## src/rtl/spi_flash_status_poll_if.sv

```systemverilog
// Command/receive handshake between the status poller and the shared spi_drive.
interface spi_flash_status_poll_if;
  logic       spi_start;
  logic       spi_end;
  logic [7:0] data_send;
  logic       send_done;
  logic       rec_done;
  logic [7:0] data_rec;

  // Sequencer side: issues transfer controls, consumes transfer results.
  modport master (
    output spi_start,
    output spi_end,
    output data_send,
    input  send_done,
    input  rec_done,
    input  data_rec
  );

  // spi_drive side.
  modport slave (
    input  spi_start,
    input  spi_end,
    input  data_send,
    output send_done,
    output rec_done,
    output data_rec
  );
endinterface

```

## src/rtl/spi_flash_status_poll.sv

```systemverilog
// Polls the SPI flash status register (RDSR) until WIP clears or a byte-count bound is hit.
// The opcode phase's received byte is discarded; status bytes stream while CS stays low.
module spi_flash_status_poll #(
  parameter logic [7:0]  CMD_RDSR   = 8'h05,
  parameter logic [7:0]  DUMMY_BYTE = 8'hFF,
  parameter logic [15:0] MAX_READS  = 16'd50000
) (
  input  logic                            sys_clk,
  input  logic                            sys_rst_n,
  input  logic                            poll_start,
  output logic                            poll_busy,
  output logic                            poll_done,
  output logic                            poll_timeout,
  output logic [7:0]                      status_byte,
  spi_flash_status_poll_if.master         spi
);

  // A bound of 0 is treated as a single read.
  localparam logic [15:0] ReadLimit = (MAX_READS == 16'd0) ? 16'd1 : MAX_READS;
  localparam logic [15:0] LastRead  = ReadLimit - 16'd1;

  typedef enum logic [2:0] {
    StIdle,
    StStart,
    StCmd,
    StRead,
    StEnd,
    StDone
  } state_e;

  state_e      state_q;
  logic [15:0] read_cnt_q;
  logic        timeout_q;
  logic        poll_busy_q;
  logic        poll_done_q;
  logic        poll_timeout_q;
  logic [7:0]  status_byte_q;
  logic        spi_start_q;
  logic        spi_end_q;
  logic [7:0]  data_send_q;

  // Sequencer FSM; every output is a register updated alongside the state.
  always_ff @(posedge sys_clk or negedge sys_rst_n) begin
    if (!sys_rst_n) begin
      state_q        <= StIdle;
      read_cnt_q     <= 16'd0;
      timeout_q      <= 1'b0;
      poll_busy_q    <= 1'b0;
      poll_done_q    <= 1'b0;
      poll_timeout_q <= 1'b0;
      status_byte_q  <= 8'h00;
      spi_start_q    <= 1'b0;
      spi_end_q      <= 1'b0;
      data_send_q    <= 8'h00;
    end else begin
      spi_start_q    <= 1'b0;
      spi_end_q      <= 1'b0;
      poll_done_q    <= 1'b0;
      poll_timeout_q <= 1'b0;
      unique case (state_q)
        StIdle: begin
          if (poll_start) begin
            state_q     <= StStart;
            read_cnt_q  <= 16'd0;
            timeout_q   <= 1'b0;
            poll_busy_q <= 1'b1;
            spi_start_q <= 1'b1;
            data_send_q <= CMD_RDSR;
          end
        end
        StStart: state_q <= StCmd;
        StCmd: begin
          // Byte clocked in while the opcode shifts out is garbage; rec_done is ignored here.
          if (spi.send_done) begin
            data_send_q <= DUMMY_BYTE;
            state_q     <= StRead;
          end
        end
        StRead: begin
          if (spi.rec_done) begin
            status_byte_q <= spi.data_rec;
            read_cnt_q    <= read_cnt_q + 16'd1;
            if (!spi.data_rec[0]) begin
              state_q   <= StEnd;
              spi_end_q <= 1'b1;
              timeout_q <= 1'b0;
            end else if (read_cnt_q == LastRead) begin
              state_q   <= StEnd;
              spi_end_q <= 1'b1;
              timeout_q <= 1'b1;
            end
          end
        end
        StEnd: begin
          state_q        <= StDone;
          poll_done_q    <= 1'b1;
          poll_timeout_q <= timeout_q;
        end
        StDone: begin
          state_q     <= StIdle;
          poll_busy_q <= 1'b0;
        end
        default: state_q <= StIdle;
      endcase
    end
  end

  assign poll_busy     = poll_busy_q;
  assign poll_done     = poll_done_q;
  assign poll_timeout  = poll_timeout_q;
  assign status_byte   = status_byte_q;
  assign spi.spi_start = spi_start_q;
  assign spi.spi_end   = spi_end_q;
  assign spi.data_send = data_send_q;

endmodule

```

## src/flat_wrapper.sv

```systemverilog
// flat-port wrapper written by rule: the top's interface ports become plain ports
module spi_flash_status_poll_flat 
#(
  parameter logic [7:0]  CMD_RDSR   = 8'h05,
  parameter logic [7:0]  DUMMY_BYTE = 8'hFF,
  parameter logic [15:0] MAX_READS  = 16'd50000
)
  (sys_clk, sys_rst_n, poll_start, poll_busy, poll_done, poll_timeout, status_byte, spi_spi_start, spi_spi_end, spi_data_send, spi_send_done, spi_rec_done, spi_data_rec);
  spi_flash_status_poll_if spi_i ();
  input  logic sys_clk;
  input  logic sys_rst_n;
  input  logic poll_start;
  output logic poll_busy;
  output logic poll_done;
  output logic poll_timeout;
  output logic [7:0] status_byte;
  output wire logic [$bits(spi_i.spi_start)-1:0] spi_spi_start;
  output wire logic [$bits(spi_i.spi_end)-1:0] spi_spi_end;
  output wire logic [$bits(spi_i.data_send)-1:0] spi_data_send;
  input wire logic [$bits(spi_i.send_done)-1:0] spi_send_done;
  input wire logic [$bits(spi_i.rec_done)-1:0] spi_rec_done;
  input wire logic [$bits(spi_i.data_rec)-1:0] spi_data_rec;
  assign spi_spi_start = spi_i.spi_start;
  assign spi_spi_end = spi_i.spi_end;
  assign spi_data_send = spi_i.data_send;
  assign spi_i.send_done = spi_send_done;
  assign spi_i.rec_done = spi_rec_done;
  assign spi_i.data_rec = spi_data_rec;
  spi_flash_status_poll #(.CMD_RDSR(CMD_RDSR), .DUMMY_BYTE(DUMMY_BYTE), .MAX_READS(MAX_READS)) u_core (.sys_clk(sys_clk), .sys_rst_n(sys_rst_n), .poll_start(poll_start), .poll_busy(poll_busy), .poll_done(poll_done), .poll_timeout(poll_timeout), .status_byte(status_byte), .spi(spi_i));
endmodule
```

## config.mk

```make
export PLATFORM = sky130hd
export DESIGN_NAME = spi_flash_status_poll_flat
export DESIGN_NICKNAME = d
export VERILOG_FILES = /design/src/rtl/spi_flash_status_poll_if.sv /design/src/rtl/spi_flash_status_poll.sv /design/src/flat_wrapper.sv
export SDC_FILE = /design/constraint.sdc
export NUM_CORES = 1
export LEC_CHECK = 0
export CAP_MARGIN = 20
export CORE_MARGIN = 2
export CORE_UTILIZATION = 25
export CTS_CLUSTER_DIAMETER = 150
export DETAILED_ROUTE_END_ITERATION = 6
export PLACE_DENSITY = 0.56
export SLEW_MARGIN = 10
export SYNTH_ARGS = -nofsm -noshare
export SYNTH_HDL_FRONTEND = slang
export SYNTH_SLANG_ARGS = --single-unit
```

## constraint.sdc

```tcl
create_clock -name sys_clk -period 2.5 [get_ports sys_clk]
set_clock_uncertainty 0.1 [all_clocks]
set_input_delay 0.5 -clock sys_clk [delete_from_list [all_inputs] [get_ports sys_clk]]
set_output_delay 0.5 -clock sys_clk [all_outputs]
set_load 0.05 [all_outputs]
```

## Yosys cells after proc, flatten, opt, wreduce, memory -nomap -nowiden

Cells that the tools add are included.

| word-level totals | value |
|---|---|
| bits in registers | 41 |
| logic and storage cells | 58 |
| output and inout bits | 21 |

| cells by class | value |
|---|---|
| add/subtract/negate cells | 1 |
| reductions and logical operators | 10 |
| mux-type cells | 27 |
| equality and inequality tests | 10 |

Operator list:

| kind | count |
|---|---|
| 16-bit 2-to-1 mux | 2 |
| 16-bit case mux with 2 select lines | 1 |
| 16-bit by 1-bit adder with 16-bit output (second input constant) | 1 |
| 16-bit == test (second input constant) | 1 |
| 8-bit 2-to-1 mux | 2 |
| 8-bit case mux with 2 select lines | 1 |
| 3-bit 2-to-1 mux | 5 |
| 3-bit case mux with 5 select lines | 1 |
| 1-bit 2-to-1 mux | 13 |
| 4-bit AND reduction | 2 |
| 3-bit by 2-bit == test with 1-bit output (second input constant) | 2 |
| 3-bit == test (second input constant) | 2 |
| 2-bit != test (second input constant) | 3 |
| 3-bit AND reduction | 2 |
| 2-bit nonzero test | 3 |
| 1-bit case mux with 2 select lines | 2 |
| 2-bit AND reduction | 2 |
| 3-bit by 1-bit == test with 1-bit output (second input constant) | 1 |
| 3-bit zero test | 1 |
| 3-bit by 2-bit != test with 1-bit output (second input constant) | 1 |

## Longest topological paths before layout

Gate-level depths: netlist of the first run.

| logic depth | value |
|---|---|
| depth in word-level cells | 5 |
| gate-level depth with buffers | 7 |
| gate-level depth less buffers | 5 |

## Worst setup path before layout of the first run

Ideal clock, no wire load.

| timing path | value |
|---|---|
| kind | flip-flop to flip-flop |
| start | register u_core.state_q[1] |
| end | register u_core.read_cnt_q[15] |
| setup slack | 0.611 ns |
| cell stages (with the launch flop) | 8 |
| arrival time | 1.711 ns |
| period minus slack after synthesis | 1.889 ns |
| buffers on the path | 2 |
| data required time | 2.323 ns |
| setup time | 0.077 ns |
| cell sequence | dfrtp_1 buf_6 or4b_4 buf_6 clkinv_8 o2111ai_2 or3_1 a21oi_1 |

| on the way | value |
|---|---|
| cells in the longest elaborated chain, start to end | 3 |
| elaborated cells between the ends (all ways) | 7 |
| those cells by class | eq/ne: 3; mux: 1; reduce/logical: 3 |

Ends and longest elaborated chain:

| item | line | source |
|---|---|---|
| from (decl) | spi_flash_status_poll.sv:31 | `state_e state_q;` |
| from (signal assigned) | spi_flash_status_poll.sv:45 | `state_q <= StIdle;` |
| from (signal assigned) | spi_flash_status_poll.sv:63 | `state_q <= StStart;` |
| from (signal assigned) | spi_flash_status_poll.sv:71 | `StStart: state_q <= StCmd;` |
| 3-bit by 2-bit == test with 1-bit output / 3-bit zero test (equally long branches) | spi_flash_status_poll.sv:60 | `unique case (state_q)` |
| 2-bit != test (no line) / 2-bit nonzero test (equally long branches) | - |  |
| 3-bit AND reduction (no line) | - |  |
| to (signal assigned) | spi_flash_status_poll.sv:82 | `read_cnt_q <= read_cnt_q + 16'd1;` |
| to (decl) | spi_flash_status_poll.sv:32 | `logic [15:0] read_cnt_q;` |

Several ways; a longest one is shown, not always the timed one.
A chain may end at the register's enable or synchronous reset.

==> results of run 1 <==
-- cells in the final DEF (no fill, tap or decap), types with 2 or more instances in the layout --
cell type,count
clkdlybuf4s50_1,33
a21oi_1,10
nand3_1,6
or2b_1,2
or3_1,3
xnor2_1,2
nand4b_1,2
nor2_1,13
nand4_1,3
and2_1,2
nand2_1,38
clkinvlp_4,2
buf_4,6
clkbuf_8,5
o21ai_0,12
a21o_1,2
nor4bb_1,2
and3_1,3
dfrtp_1,35
mux2i_1,5
-- per-layer routing --
metal  up-vias  wire, µm  global-route usage
met5         -         0                   0
met4         0        61             0.05256
met3         5       171             0.02667
met2        38      1580              0.1615
met1       660      1789              0.1427
li1        671         -                   -
-- final cells by class --
class,count,area (µm²)
Fill cell,697,4496
Sequential cell,35,875.8
Multi-Input combinational cell,125,725.7
Timing Repair Buffer,39,375.4
Tap cell,80,100.1
Clock buffer,5,68.82
Clock inverter,3,20.02
Inverter,2,20.02
-- registers in the layout, summed over array words and instances, names as in the netlist --
name / count
u_core.poll_busy: 1
u_core.poll_done: 1
u_core.poll_timeout: 1
u_core.read_cnt_q: 16
u_core.spi.data_send: 2
u_core.spi.spi_end: 1
u_core.spi.spi_start: 1
u_core.state_q: 3
u_core.status_byte: 8
u_core.timeout_q: 1
-- power by group through the flow --
stage                     clock [µW]  sequential [µW]  combinational [µW]
after CTS                        421              802                1050
after global placement             0              811                1040
after floorplan                    0             1040                 524
final                            406              802                1040
after global routing             444              821                1120
after detailed placement           0              813                1050
-- through the flow --
stage,power (µW),utilization,hold slack [ns],cell area (µm²),worst slack (ns)
2_1_floorplan,1568,-,0.1044,1704,0.6113
3_3_place_gp,1855,0.3139,0.3592,2097,0.1739
6_report,2249,0.3272,0.3772,2186,0.3116
5_1_grt,2385,0.3272,0.4051,2186,0.2500
4_1_cts,2275,0.3272,0.3803,2186,0.2911
3_5_place_dp,1862,0.3139,0.3611,2097,0.1313
-- path summary, 6_finish.rpt --
kind                                                startpoint                           endpoint  depth (start not counted)
min reg2reg                  u_core.status_byte[1]$_DFFE_PN0P_  u_core.status_byte[1]$_DFFE_PN0P_                          2
max reg2reg                      u_core.state_q[2]$_DFFE_PN0P_  u_core.read_cnt_q[14]$_DFFE_PN0P_                          5
min in group asynchronous                            sys_rst_n      u_core.state_q[1]$_DFFE_PN0P_                          2
min                          u_core.status_byte[1]$_DFFE_PN0P_  u_core.status_byte[1]$_DFFE_PN0P_                          2
max in group asynchronous                            sys_rst_n   u_core.read_cnt_q[6]$_DFFE_PN0P_                          2
max                        u_core.spi.data_send[6]$_DFFE_PN0P_                   spi_data_send[4]                          1
-- kinds of logic (layout without fill, tap and decap cells) --
logic type / count (synthesis) / in the layout / synth area share
AO/OA/AOI/OAI: 30 / 30 / 0.1057
AND/OR/NAND/NOR: 85 / 85 / 0.2614
XOR/XNOR: 3 / 3 / 0.01542
flip-flops: 35 / 35 / 0.5140
multiplexers: 6 / 6 / 0.03598
buffers and inverters: 14 / 49 / 0.06020
adder cells (fa/ha/maj): 1 / 1 / 0.007341
==> metrics.md, run 1 <==
| Metric | Value |
|---|---|
| Vias per cell | 4.754 |
| Dpl hpwl | 2.501 mm |
| Worst Max-Slew Pin Slew | 0.5091 ns |
| Port buffer count | 33 |
| GRT Total Usage | 0.1070 |
| VDD IR max | between 0.5 and 0.6 mV |
| Pwr Density | ~1000 nW/µm² |
| Most instantiated cells after synthesis | nand2_1 (38), dfrtp_1 (35), nor2_1 (13) |
| Post-CTS Setup Repair Bufs | 0 |
| CTS buffer count | 5 |
| Ys Warns | 0 |
| Leading area contributor after synthesis | dfrtp_1 |
| CTS Hold Buffers Added | 0 |
| Internal Pwr Total | 1228 µW |
| Seq/Total Area, Yosys | 0.5140 |
| Yosys cell types | roughly 40 |
| EDFF count, synth | 0 |
| Drt pass-1 iters | 4 |
| GPL Wtd Cong | between 0.7 and 0.8 |
| DR vias | 1374 |
| Routed WL | roughly 3.6 mm |
| Critical path peak fanout | 8 |
| Wire per inst | between 10 and 15 µm |
| Worst Path Buf+Inv | 1 |
| Max-slew violations | 0 |
| Post-synth top flop | dfrtp_1 |
| Most numerous cell in the Yosys netlist | nand2_1 |
| Fmax | ~460 MHz |
| Worst slew margin | 0.6595 |
| Setup TNS | 0 ns |
| Clock root cell | clkbuf_8 |
| Cell count after synthesis | roughly 170 |
| Die W | slightly below 90 µm |
| Worst Setup Path Type | register to output pin |
| Antenna fix cells | 0 |
| Initial antenna violation count | 0 |
| RSZ-0062 raised after global routing | false |
| Layout cells sized above 1 | 0.1053 |
| Final #Nets | about 220 |
| Leak | a little under 0.001 µW |
| Clk slew on worst S/H paths | ~0.080 ns |
| Critical path's largest stage delay | roughly 0.84 ns |
| CP Data Required Time | 1.90 ns |
| Psw | slightly above 1000 µW |
| Period minus WS final | 2.188 ns |
| Core footprint | 6681 µm² |
| Final Hold Viols | 0 |
| Dominant cells by area after synthesis | dfrtp_1 (51%), nand2_1 (8.4%), o21ai_0 (3.5%) |
| Post-Place Cells | between 200 and 300 |
| CTS tree | yes |
| Synth Register Bits | 35 |
| Num rows | 30 |
| Num ports | 34 |
| First-pass GRT wire length | approximately 6.3 mm |
| Mapped Nets | about 190 |
| Remaining DRCs | 0 |
| Antenna Nets Post-Route | 0 |
| DRT iter0 DRCs | 68 |
| Syn avg cell area | a little under 10 µm² |
| CP delay by family, top | buffers and inverters |
| Status | complete, no violations |
| Max_cap viols | 0 |
| Combinational power share | 0.462 |
| Share of flip-flops with an asynchronous set or reset | 1.000 |
| Clock Sinks | 35 |
| Post-CTS sizing | 0 |
| Clk_lat worst skew | ~0.29 ns |
| Max Root-Sink Buffers | 2 |
| Sequential share of power | 0.357 |
| Crit path arrival time | 1.59 ns |
| Die area | approximately 7500 µm² |
| Initial Utilization | 0.2551 |
| Htree depth | 2 |
| Worst hold path type | register to register |
| Switching fraction of total power | 0.4537 |
| Clock power frac | 0.181 |
| Height of the die | a little under 90 µm |
| Mapped cell area | 1704 µm² |
| Fin crit share | 0.8754 |
| Post-Layout Cell Count | between 200 and 300 |
| CP cell instances | clkdlybuf4s50_1 |
| Area grow syn2layout | 28.27% |
| GR Overflow Total | 0 |
| Largest net degree at the start of global routing | 36 |
| Final Setup Violations | 0 |
| Reg-to-reg setup timing slack | 0.55 ns |
| Worst path slowest cell | clkdlybuf4s50_1 |
| Vias in the first global route | about 1400 |
| Setup crit end kind | output pin |
| Startpoint types | register |
| Synth top area share | 0.5140 |
(Power assumes the default switching activity.)
==> run 2, diff against run 1 <==
--- a/config.mk
+++ b/config.mk
@@ -11,6 +11,7 @@
 export CTS_CLUSTER_DIAMETER = 150
 export DETAILED_ROUTE_END_ITERATION = 6
 export PLACE_DENSITY = 0.56
+export RECOVER_POWER = 50
 export SLEW_MARGIN = 10
 export SYNTH_ARGS = -nofsm -noshare
 export SYNTH_HDL_FRONTEND = slang
==> constraint.sdc (replaced) <==
create_clock -name sys_clk -period 2.7 [get_ports sys_clk]
set_clock_uncertainty 0.1 [all_clocks]
set_input_delay 0.54 -clock sys_clk [delete_from_list [all_inputs] [get_ports sys_clk]]
set_output_delay 0.54 -clock sys_clk [all_outputs]
set_load 0.05 [all_outputs]
==> metrics.md, run 2 (same netlist as run 1, synthesis figures left out) <==
| Metric | Value |
|---|---|
| Worst Max-Slew Pin Slew | 0.8762 ns (+0.3671 ns) |
| Final #Nets | 219 (-1.4%) |
| Max reg flops | 16 (unchanged) |
| Antenna Nets Post-Route | 0 (unchanged) |
| Max Root-Sink Buffers | 2 (unchanged) |
| Antenna fix cells | 0 (unchanged) |
| VDD IR max | 0.4168 mV (-27%) |
| Largest net degree at the start of global routing | 36 (unchanged) |
| Psw | 938.4 µW (-8.0%) |
| Status | complete, no violations |
| Setup crit end kind | register |
| Max-slew violations | 0 (unchanged) |
| Vias per cell | 4.692 (-1.3%) |
| Worst slew margin | 0.4158 (-0.2437) |
| Die area | 7493 µm² (unchanged) |
| RSZ-0062 raised after global routing | false |
| Fillers | 686 (-1.6%) |
| Initial antenna violation count | 0 (unchanged) |
| Fmax | around 430 MHz |
| Startpoint types | primary input |
| Clk slew on worst S/H paths | 0.07 ns (about the same) |
| Hold path start | u_core.status_byte[6]$_DFFE_PN0P_ |
| First-pass GRT wire length | 6.327 mm (+0.44%) |
| Critical path peak fanout | 17 (+9) |
| Initial Utilization | 0.2551 (unchanged) |
| Switching fraction of total power | 0.4438 (-0.009948) |
| Final Setup Violations | 0 (unchanged) |
| Leak | 0.0009571 µW (-0.85%) |
| Worst flop-to-flop path endpoint | u_core.read_cnt_q[10]$_DFFE_PN0P_ |
| Htree depth | 2 (unchanged) |
| Clk_lat worst skew | 0.29 ns (about the same) |
| Crit path launch | spi_rec_done |
| Wire per inst | 12.76 µm (+2.4%) |
| Num rows | 30 (unchanged) |
| Period minus WS final | 2.345 ns |
| Vias in the first global route | 1315 (-4.2%) |
| Remaining DRCs | 0 (unchanged) |
| Final core occ | 0.3245 (-0.002622) |
| Largest Register | u_core.read_cnt_q |
| Reg-to-reg setup timing slack | 0.58 ns (+0.03 ns) |
| Area grow syn2layout | 27.24% |
| Clock root cell | clkbuf_8 |
| Commonest non-fill, non-tap cell in the layout | nand2_1 |
| Max_cap viols | 0 (unchanged) |
| Fin crit share | 0.8687 |
| Final Hold Viols | 0 (unchanged) |
| Drt pass-1 iters | 4 (unchanged) |
| Crit path arrival time | 2.47 ns (+0.88 ns) |
| Commonest non-fill, non-tap cells in the layout | nand2_1 (38), dfrtp_1 (35), clkdlybuf4s50_1 (31), nor2_1 (13), o21ai_0 (12) |
| Internal Pwr Total | 1176 µW (-4.2%) |
| CTS tree | yes |
| Core footprint | 6681 µm² (unchanged) |
| DRT iter0 DRCs | 69 (+1.5%) |
| CP endpoint | u_core.read_cnt_q[10]$_DFFE_PN0P_ |
| CTS buffer count | 5 (unchanged) |
| Critical R2R Launch | u_core.state_q[2]$_DFFE_PN0P_ |
| Clock power frac | 0.201 (+0.020) |
| Post-CTS Setup Repair Bufs | 0 (unchanged) |
| Sequential share of power | 0.350 (-0.007) |
| Combinational power share | 0.449 (-0.013) |
| GPL Wtd Cong | 0.7960 (+2.4%) |
| Pwr Density | 975.3 nW/µm² (-5.2%) |
| Routed WL | 3.650 mm (+1.3%) |
| Worst reg2reg path depth | 5 (unchanged) |
| Num ports | 34 (unchanged) |
| Clock Sinks | 35 (unchanged) |
| GR Overflow Total | 0 (unchanged) |
| Final Worst Setup Slack | 0.3545 ns (+0.04294 ns) |
| CTS Hold Buffers Added | 0 (unchanged) |
| Dpl ws | 0.1403 ns (+0.009065 ns) |
| Die W | 86.56 µm (unchanged) |
| Dpl hpwl | 2.503 mm (about the same) |
| CP Data Required Time | 2.82 ns (+0.92 ns) |
| Worst hold path type | register to register |
| Port buffer count | 33 (unchanged) |
| Worst Setup Path Type | primary input to register |
| Layout cells sized above 1 | 0.08252 (-0.02274) |
| Post-CTS sizing | 0 (unchanged) |
| DR vias | 1342 (-2.3%) |
| GRT Total Usage | 0.1104 (+0.003397) |
| Height of the die | 86.56 µm (unchanged) |
| Setup TNS | 0 ns (unchanged) |
-- run 2: worst max-delay path, cell delays in order --
cell and delay, ns:
clkdlybuf4s50_1 0.52, and4b_1 0.33, clkbuf_1 0.61, nand3_1 0.15, nor2_1 0.14, mux2i_1 0.19
-- run 2: final cells by class --
type                            count  area, µm²  area share
Inverter                            2      20.02    0.009233
Clock buffer                        8      100.1     0.04616
Timing Repair Buffer               36      346.6      0.1598
Sequential cell                    35      875.8      0.4039
Tap cell                           80      100.1     0.04616
Multi-Input combinational cell    125      725.7      0.3347
-- run 2: worst min path at each step --
stage,slack [ns],cells after the start,end
global route,0.41,2,u_core.status_byte[6]$_DFFE_PN0P_
global placement,0.36,2,u_core.status_byte[5]$_DFFE_PN0P_
CTS,0.38,2,u_core.status_byte[6]$_DFFE_PN0P_
floorplan,0.14,0,u_core.poll_busy$_DFFE_PN0P_
finish,0.38,2,u_core.status_byte[6]$_DFFE_PN0P_
detailed placement,0.36,2,u_core.status_byte[6]$_DFFE_PN0P_
-- run 2: power groups by stage --
stage	Clock [µW]	Sequential, µW	Combinational, µW
2_1_floorplan	0	966	485
3_3_place_gp	0	749	956
3_5_place_dp	0	751	961
4_1_cts	441	740	966
5_1_grt	462	758	1020
6_report	426	740	949
-- run 2: layer usage --
metal,vias up,share of wire,GRT usage
li1,663,-,-
met1,642,0.49,0.1471
met2,29,0.45,0.1594
met3,8,0.036,0.02952
met4,0,0.025,0.06676
met5,-,0,0
-- run 2: per-stage QoR --
step | instance area, µm² | std cells | power (µW) | hold slack [ns]
after global routing | 2168 | 286 | 2244 | 0.4075
final | 2168 | 286 | 2115 | 0.3753
after global placement | 2074 | 278 | 1705 | 0.3582
after floorplan | 1704 | 174 | 1452 | 0.1444
after CTS | 2175 | 286 | 2147 | 0.3800
after detailed placement | 2074 | 278 | 1712 | 0.3620
